===== src/rtl/otter_pkg.sv =====
// Shared types for the OTTER pipeline: hazard-controller states, forwarding
// selects and the RV32I opcode / instruction layout used by the stage registers.
package otter_pkg;

  typedef enum logic [1:0] {
    RUN        = 2'd0,
    LOAD_STALL = 2'd1,
    FLUSH      = 2'd2,
    HOLD       = 2'd3
  } hz_state_t;

  typedef enum logic [1:0] {
    FWD_RF  = 2'd0,
    FWD_MEM = 2'd1,
    FWD_WB  = 2'd2
  } fwd_sel_t;

  typedef enum logic [6:0] {
    OP_LUI    = 7'b0110111,
    OP_AUIPC  = 7'b0010111,
    OP_JAL    = 7'b1101111,
    OP_JALR   = 7'b1100111,
    OP_BRANCH = 7'b1100011,
    OP_LOAD   = 7'b0000011,
    OP_STORE  = 7'b0100011,
    OP_IMM    = 7'b0010011,
    OP_REG    = 7'b0110011,
    OP_SYS    = 7'b1110011
  } opcode_t;

  typedef struct packed {
    logic [6:0] funct7;
    logic [4:0] rs2;
    logic [4:0] rs1;
    logic [2:0] funct3;
    logic [4:0] rd;
    opcode_t    opcode;
  } instr_t;

endpackage


===== src/rtl/otter_fwd_unit.sv =====
// Per-operand forwarding select: the youngest in-flight writer of rs wins,
// x0 and unread operands always come from the register file.
module otter_fwd_unit
  import otter_pkg::*;
(
  input  logic [4:0] rs,
  input  logic       used,
  input  logic [4:0] mem_rd,
  input  logic       mem_regwrite,
  input  logic [4:0] wb_rd,
  input  logic       wb_regwrite,
  output fwd_sel_t   sel
);

  always_comb begin
    sel = FWD_RF;
    if (used && rs != '0) begin
      if (mem_regwrite && mem_rd == rs)
        sel = FWD_MEM;
      else if (wb_regwrite && wb_rd == rs)
        sel = FWD_WB;
    end
  end

endmodule


===== src/rtl/otter_hazard_ctrl.sv =====
// OTTER 5-stage pipeline sequencer: stage enables/flushes, operand forwarding
// selects and saturating stall/redirect counters for bring-up.
module otter_hazard_ctrl
  import otter_pkg::*;
#(
  parameter int unsigned FLUSH_DEPTH = 1,
  parameter int unsigned CNT_W       = 32
) (
  input  logic             CLK,
  input  logic             RESET_N,
  input  logic             PROG_HOLD,
  input  logic [4:0]       ID_RS1,
  input  logic [4:0]       ID_RS2,
  input  logic             ID_RS1_USED,
  input  logic             ID_RS2_USED,
  input  logic [4:0]       EX_RD,
  input  logic             EX_REGWRITE,
  input  logic             EX_MEMREAD,
  input  logic             EX_BR_TAKEN,
  input  logic [4:0]       MEM_RD,
  input  logic             MEM_REGWRITE,
  input  logic [4:0]       WB_RD,
  input  logic             WB_REGWRITE,
  output logic             PC_WE,
  output logic             IF_ID_EN,
  output logic             IF_ID_FLUSH,
  output logic             ID_EX_FLUSH,
  output logic             EX_MEM_EN,
  output logic [1:0]       FWD_A_SEL,
  output logic [1:0]       FWD_B_SEL,
  output logic [CNT_W-1:0] STALL_CNT,
  output logic [CNT_W-1:0] FLUSH_CNT
);

  hz_state_t  state;
  logic [1:0] flush_cnt;
  logic       hold_now;
  logic       load_use;
  logic       redirect;
  logic       stall;
  fwd_sel_t   fwd_a;
  fwd_sel_t   fwd_b;

  otter_fwd_unit u_fwd_a (
    .rs           (ID_RS1),
    .used         (ID_RS1_USED),
    .mem_rd       (MEM_RD),
    .mem_regwrite (MEM_REGWRITE),
    .wb_rd        (WB_RD),
    .wb_regwrite  (WB_REGWRITE),
    .sel          (fwd_a)
  );

  otter_fwd_unit u_fwd_b (
    .rs           (ID_RS2),
    .used         (ID_RS2_USED),
    .mem_rd       (MEM_RD),
    .mem_regwrite (MEM_REGWRITE),
    .wb_rd        (WB_RD),
    .wb_regwrite  (WB_REGWRITE),
    .sel          (fwd_b)
  );

  // Forwarding is forced to the register file while the pipeline is frozen,
  // which also yields the reset values since reset forces HOLD asynchronously.
  assign FWD_A_SEL = (state == HOLD) ? FWD_RF : fwd_a;
  assign FWD_B_SEL = (state == HOLD) ? FWD_RF : fwd_b;

  always_comb begin
    hold_now = PROG_HOLD || (state == HOLD);
    load_use = EX_MEMREAD && EX_REGWRITE && (EX_RD != '0) &&
               ((ID_RS1_USED && ID_RS1 == EX_RD) || (ID_RS2_USED && ID_RS2 == EX_RD));
    redirect = !hold_now && EX_BR_TAKEN;
    stall    = !hold_now && !redirect && (state == RUN) && load_use;
  end

  always_comb begin
    PC_WE       = 1'b1;
    IF_ID_EN    = 1'b1;
    IF_ID_FLUSH = 1'b0;
    ID_EX_FLUSH = 1'b0;
    EX_MEM_EN   = 1'b1;
    if (hold_now) begin
      PC_WE       = 1'b0;
      IF_ID_EN    = 1'b0;
      EX_MEM_EN   = 1'b0;
      IF_ID_FLUSH = 1'b1;
      ID_EX_FLUSH = 1'b1;
    end else if (redirect) begin
      IF_ID_FLUSH = 1'b1;
      ID_EX_FLUSH = 1'b1;
    end else if (state == FLUSH) begin
      IF_ID_FLUSH = 1'b1;
    end else if (stall) begin
      PC_WE       = 1'b0;
      IF_ID_EN    = 1'b0;
      ID_EX_FLUSH = 1'b1;
    end
  end

  always_ff @(posedge CLK or negedge RESET_N) begin
    if (!RESET_N) begin
      state     <= HOLD;
      flush_cnt <= '0;
      STALL_CNT <= '0;
      FLUSH_CNT <= '0;
    end else if (PROG_HOLD) begin
      state     <= HOLD;
      flush_cnt <= '0;
    end else if (state == HOLD) begin
      state <= RUN;
    end else if (redirect) begin
      if (FLUSH_CNT != '1)
        FLUSH_CNT <= FLUSH_CNT + CNT_W'(1);
      if (FLUSH_DEPTH > 0) begin
        state     <= FLUSH;
        flush_cnt <= 2'(FLUSH_DEPTH);
      end else begin
        state <= RUN;
      end
    end else if (state == FLUSH) begin
      if (flush_cnt <= 2'd1) begin
        state     <= RUN;
        flush_cnt <= '0;
      end else begin
        flush_cnt <= flush_cnt - 2'd1;
      end
    end else if (stall) begin
      state <= LOAD_STALL;
      if (STALL_CNT != '1)
        STALL_CNT <= STALL_CNT + CNT_W'(1);
    end else begin
      state <= RUN;
    end
  end

endmodule


===== config.mk =====
export PLATFORM = sky130hd
export DESIGN_NAME = otter_hazard_ctrl
export DESIGN_NICKNAME = d
export VERILOG_FILES = /design/src/rtl/otter_pkg.sv /design/src/rtl/otter_fwd_unit.sv /design/src/rtl/otter_hazard_ctrl.sv
export SDC_FILE = /design/constraint.sdc
export NUM_CORES = 1
export LEC_CHECK = 0
export ABC_AREA = 1
export BUFFER_PORTS_ARGS = -buffer_cell sky130_fd_sc_hd__buf_4
export CAP_MARGIN = 30
export CORE_MARGIN = 2
export CORE_UTILIZATION = 45
export DETAILED_ROUTE_END_ITERATION = 10
export PLACE_DENSITY = 0.7
export SLEW_MARGIN = 20
export SYNTH_ARGS = -nofsm -noshare
export SYNTH_HDL_FRONTEND = slang
export SYNTH_SLANG_ARGS = --single-unit

===== constraint.sdc =====
create_clock -name CLK -period 4.05 [get_ports CLK]
set_input_delay 0.2025 -clock CLK [delete_from_list [all_inputs] [get_ports CLK]]
set_output_delay 0.2025 -clock CLK [all_outputs]
set_load 0.05 [all_outputs]

Word-level counts from Yosys, hierarchy flattened. Cells that the tools add are included.

Register bits: 68. Latch bits: 0. Bits in writable memories: 0. ROM bits: 0. Bits of input ports: 35. Output and inout bits: 73. Logic and storage cells: 82. Memories: 0.

$add $sub $neg: 3. Multiply operators: 0. Divide/modulo/power cells: 0. Order comparisons: 1. Equality and inequality tests: 12. Shift operators: 0. Mux-type cells: 31. Bitwise gates (word level): 4. Reductions and logical operators: 27.

Operator list (count): adder 32 x 1 -> 32 bit (second input constant) (2); inequality test 32 bit (second input constant) (2); two-way mux 2 bit (18); equality test 5 bit (6); logical AND 1 bit (15); nonzero test 5 bit (3); two-way mux 1 bit (13); AND reduction 6 bit (1); inequality test 5 x 4 -> 1 bit (second input constant) (1); equality test 2 bit (second input constant) (2); inverter 1 bit (4); AND reduction 4 bit (1); nonzero test 3 bit (1); less-or-equal comparator 2 x 1 -> 1 bit (second input constant) (1); logical NOT 1 bit (2); logical NOT 2 bit (1); logical OR 1 bit (2); inequality test 2 bit (second input constant) (1); AND reduction 2 bit (1); subtractor 2 x 1 -> 2 bit (second input constant) (1).

Logic depth before layout (Yosys ltp).
Depth in word-level cells: 13. Gate-level depth with buffers: 12.

By module. Synthesis repeated with hierarchy kept, for this count alone.

Cells, all modules: 818. Area total of the unflattened synthesis: 5102.4 um^2.

Modules (own cells, without submodules): otter_hazard_ctrl (times used 1, cells an instance 722, area an instance 4684.5 um^2, sequential area each 1704.1 um^2); otter_fwd_unit (times used 2, cells an instance 48, area an instance 209.0 um^2, sequential area each 0.0 um^2).

Worst setup path before layout. No wires, ideal clock.

Kind: flip-flop to output port. Start: register state[0]. End: output IF_ID_FLUSH. Data arrival time: 1956 ps. Required time: 3848 ps. Slack: 1892 ps. Stages on the path, launching flop included: 8. Cell sequence: dfstp_2 nand2_1 inv_2 nor2_1 nand2_1 nand2_1 inv_1 nand2_1.

Word-level cells in the longest chain between the ends: 6. Elaborated cells on any way between the ends: 8. Those cells by class: 2 x eq/ne; 3 x mux; 3 x reduce/logical.

RTL lines: from (decl) (line otter_hazard_ctrl.sv:35) `hz_state_t state;`; from (signal assigned) (line otter_hazard_ctrl.sv:103) `state <= HOLD;`; from (signal assigned) (line otter_hazard_ctrl.sv:108) `state <= HOLD;`; from (signal assigned) (line otter_hazard_ctrl.sv:111) `state <= RUN;`; equality test 2 bit (line otter_hazard_ctrl.sv:70) `hold_now = PROG_HOLD || (state == HOLD);`; logical OR 1 bit (line otter_hazard_ctrl.sv:70); logical NOT 1 bit (line otter_hazard_ctrl.sv:73) `redirect = !hold_now && EX_BR_TAKEN;`; logical AND 1 bit (line otter_hazard_ctrl.sv:73); two-way mux 1 bit (line otter_hazard_ctrl.sv:89) `end else if (redirect) begin`; two-way mux 1 bit * (line otter_hazard_ctrl.sv:83) `if (hold_now) begin`; to (decl) (line otter_hazard_ctrl.sv:26) `output logic IF_ID_FLUSH,`.

Mark *: on every way between the ends. The rest lies on a longest branch, timed or not.

Worst setup path after layout.
Start: register FLUSH_CNT[0]. End: register FLUSH_CNT[7].

Word-level cells in the longest chain between the ends: 2. Elaborated cells on any way between the ends: 3. Those cells by class: 1 x add/sub; 1 x eq/ne; 1 x reduce/logical.

RTL lines: from (decl) (line otter_hazard_ctrl.sv:32) `output logic [CNT_W-1:0] FLUSH_CNT`; from (signal assigned) (line otter_hazard_ctrl.sv:114) `FLUSH_CNT <= FLUSH_CNT + CNT_W'(1);`; parallel branches: the longest is 2 deep, another holds adder 32 x 1 -> 32 bit.

Several ways; the timed one is not identified. A chain may end at the register's enable or synchronous reset.

==> impl_metrics.env <==
export IMPL_gr_total_overflow=0
export IMPL_r2r_end="FLUSH_CNT[7]"
export IMPL_syn_area_per_cell_sq_um=6.48
export IMPL_post_cts_buffers=0
export IMPL_drive_gt1_share_pct=18.1
export IMPL_holdPathEnd="state[0]"
export IMPL_clk_latency_ns=0.36
export IMPL_cts_buffers=9
export IMPL_worstMarginPinSlew_ns=0.863
export IMPL_setup_slack_ns=1.73
export IMPL_io_buffers=107
export IMPL_row_count=37
export IMPL_area_growth_pct=22.0
export IMPL_detailedPlace_worstSlack_ns=1.73
export IMPL_vias=5024
export IMPL_cts_buffer_depth=2
export IMPL_diodes=0
export IMPL_cp_required_ns=4.34
export IMPL_clock_fmax_mhz=431
export IMPL_rrSetupSlack_ns=1.73
export IMPL_crit_top_cell="nand2_2"
export IMPL_start_util_pct=46.6
export IMPL_setup_tns_ns=0
export IMPL_syn_inst=749
export IMPL_crit_type="register to register"
export IMPL_hp_start="PROG_HOLD"
export IMPL_grt_start_max_net_pins=69
export IMPL_hold_ws_ns=0.122
export IMPL_worstPathMaxFanout=39
export IMPL_drv_slew=0
export IMPL_outcome="completed"
export IMPL_syn_nets=786
export IMPL_finalHoldViolCount=0
export IMPL_max_cap_viol_count=0
export IMPL_slew_headroom_pct=42.3
export IMPL_path_cells="ha_1 -> nand3_2 -> clkinv_2 -> nand2_4 -> nor2_4 -> nand2_2 -> nand2_2 -> inv_2 -> o21ai_0 -> o21ai_1"
export IMPL_period_share_pct=57.3
export IMPL_fp_dieH_um=108
export IMPL_slowest_delay_ns=0.56
export IMPL_grt_pass1_wl_um=21900
export IMPL_wl_per_cell_um=13.4
export IMPL_min_period_ns=2.32
export IMPL_die_x_um=108
export IMPL_power_density_nw_per_um2=296
export IMPL_ir_worst_vdd_mv=0.216
export IMPL_cp_slowest_cell="inv_2"
export IMPL_first_global_vias=4582
export IMPL_cts_htree_levels=3
export IMPL_cts_resized=0
export IMPL_synth_seq_cells=68
export IMPL_gp_congestion=0.889
export IMPL_drc=0
export IMPL_leakagePower_nw=2.97
export IMPL_ant_nets=0
export IMPL_finalClockSkew_ns=0.0111
export IMPL_setup_violations=0
export IMPL_hpwlAfterDp_um=10300
export IMPL_setup_worst_path_start_class="register"
export IMPL_cts_root_buffer="clkbuf_8"
export IMPL_cp_arrival_ns=2.61
export IMPL_clk_pin_slew_ns=0.08
export IMPL_r2r_cells=10
export IMPL_ys_seq_area_share_pct=35.1
export IMPL_ys_warn_count=0
export IMPL_grt_use_total_pct=23.8
export IMPL_dieArea_sq_um=11600
export IMPL_nets=894
export IMPL_hold_path_depth=3
export IMPL_holdCritPathClass="input pin to register"
export IMPL_setup_worst_path_end_class="register"
export IMPL_grt_antenna_before_repair=0
export IMPL_drtIter0Drc=278
export IMPL_cts_tree="done"
export IMPL_rsz0062_at_grt="no"
export IMPL_netlist_area_sq_um=4860
export IMPL_fin_util_pct=56.9
export IMPL_yosysUniqueCellTypes=36
export IMPL_clkSinkCount=68
export IMPL_dr_pass1_iters=5
export IMPL_vias_per_cell=5.04
export IMPL_pin_count=108
export IMPL_routed_wl_um=13300
export IMPL_regToRegStartpoint="FLUSH_CNT[0]"
export IMPL_core_area_sq_um=10400
==> power breakdown <==
group          total [mW]  switching (mW)  internal, mW  leakage, nW
combinational       0.475           0.322         0.153         1.98
sequential          0.789          0.0629         0.726        0.918
clock               0.488           0.272         0.215       0.0779
total                1.75           0.657          1.09         2.97
==> flip-flops by register name, indices dropped and copies added, names as in the netlist <==
name and count:
FLUSH_CNT 32, STALL_CNT 32, flush_cnt 2, state 2
==> layer usage <==
| layer | up-vias | GRT usage, % | routed length [um] | share of wire (%) |
|---|---|---|---|---|
| li1 | 2545 | - | - | - |
| met1 | 2305 | 32.5 | 6170 | 46 |
| met2 | 158 | 37.7 | 6150 | 46 |
| met3 | 16 | 5.33 | 829 | 6.2 |
| met4 | 0 | 7.23 | 185 | 1.4 |
| met5 | - | 0 | 0 | 0 |
==> worst max path at each step <==
stage / startpoint / to / depth (start not counted)
after CTS: STALL_CNT[0] / STALL_CNT[6] / 9
after detailed placement: STALL_CNT[0] / STALL_CNT[6] / 9
after floorplan: state[0] / IF_ID_FLUSH / 7
final: FLUSH_CNT[0] / FLUSH_CNT[7] / 10
after global placement: STALL_CNT[0] / STALL_CNT[1] / 9
after global routing: FLUSH_CNT[0] / FLUSH_CNT[7] / 10
==> Yosys cell counts, drive strengths merged <==
| library cell | instances | area share [%] |
|---|---|---|
| buf | 13 | 2.2 |
| ha | 2 | 0.52 |
| nand4 | 9 | 1.3 |
| xor2 | 31 | 5.6 |
| clkinv | 2 | 0.18 |
| dfrtp | 66 | 34 |
| xnor2 | 15 | 2.7 |
| nand2 | 351 | 27 |
| o31ai | 2 | 0.31 |
| a41oi | 1 | 0.18 |
| nor4 | 3 | 0.39 |
| nand3 | 24 | 2.6 |
| nor3 | 21 | 2.4 |
| inv | 60 | 4.6 |
| a21oi | 2 | 0.21 |
| nor3b | 1 | 0.15 |
| o22ai | 2 | 0.26 |
| dfstp | 2 | 1.1 |
| o21ai | 21 | 2.2 |
| nor2b | 1 | 0.13 |
| nand3b | 19 | 3.0 |
| a211oi | 1 | 0.15 |
| nor2 | 100 | 8.4 |
==> cell usage in the layout, fill, tap and decap left out, types with 15 or more instances in the layout <==
cell type and instances:
xor2_1 31, dfrtp_1 66, nand3b_1 18, buf_4 108, nor2_1 95, xnor2_1 15, inv_1 45, inv_2 15
nand3_1 23, nor3_1 19, nand2_1 346
==> per-stage QoR <==
step | area (sq um) | cells | power [mW]
floorplan | 4860 | 749 | 1.10
CTS | 5900 | 996 | 1.76
finish | 5930 | 997 | 1.75
global placement | 5730 | 980 | 1.27
global route | 5930 | 997 | 1.84
detailed placement | 5730 | 980 | 1.27
==> repair_timing <==
action,4_1_cts,5_1_grt
endpoints found under the setup margin,0,0
hold buffers,1,0
endpoints found under the hold margin,11,0
==> cells by family after synthesis <==
kind of cell / share of synthesized area, %
and+or+nand+nor: 45.8
adders and majority gates: 0.515
AOI/OAI and AO/OA: 3.27
DFF: 35.1
xor gates and xnor gates: 8.30
buffers and inverters: 7.01
==> final cells by class <==
cell class / instances / area, sq um
Tap cell: 136 / 170
Clock buffer: 10 / 128
Timing Repair Buffer: 110 / 848
Clock inverter: 5 / 30.0
Inverter: 62 / 234
Sequential cell: 68 / 1700
Multi-Input combinational cell: 606 / 2810
Fill cell: 1024 / 4490
==> worst max-delay path: cells and delay by family (launching register included) <==
kind	cells	cell delay [ns]
adder cells (fa/ha/maj)	1	0.25
AND/OR/NAND/NOR	5	0.61
buffers and inverters	2	0.67
AO/OA/AOI/OAI	2	0.29
flip-flops	1	0.42
Note: power is estimated with default switching activity, not from simulation.
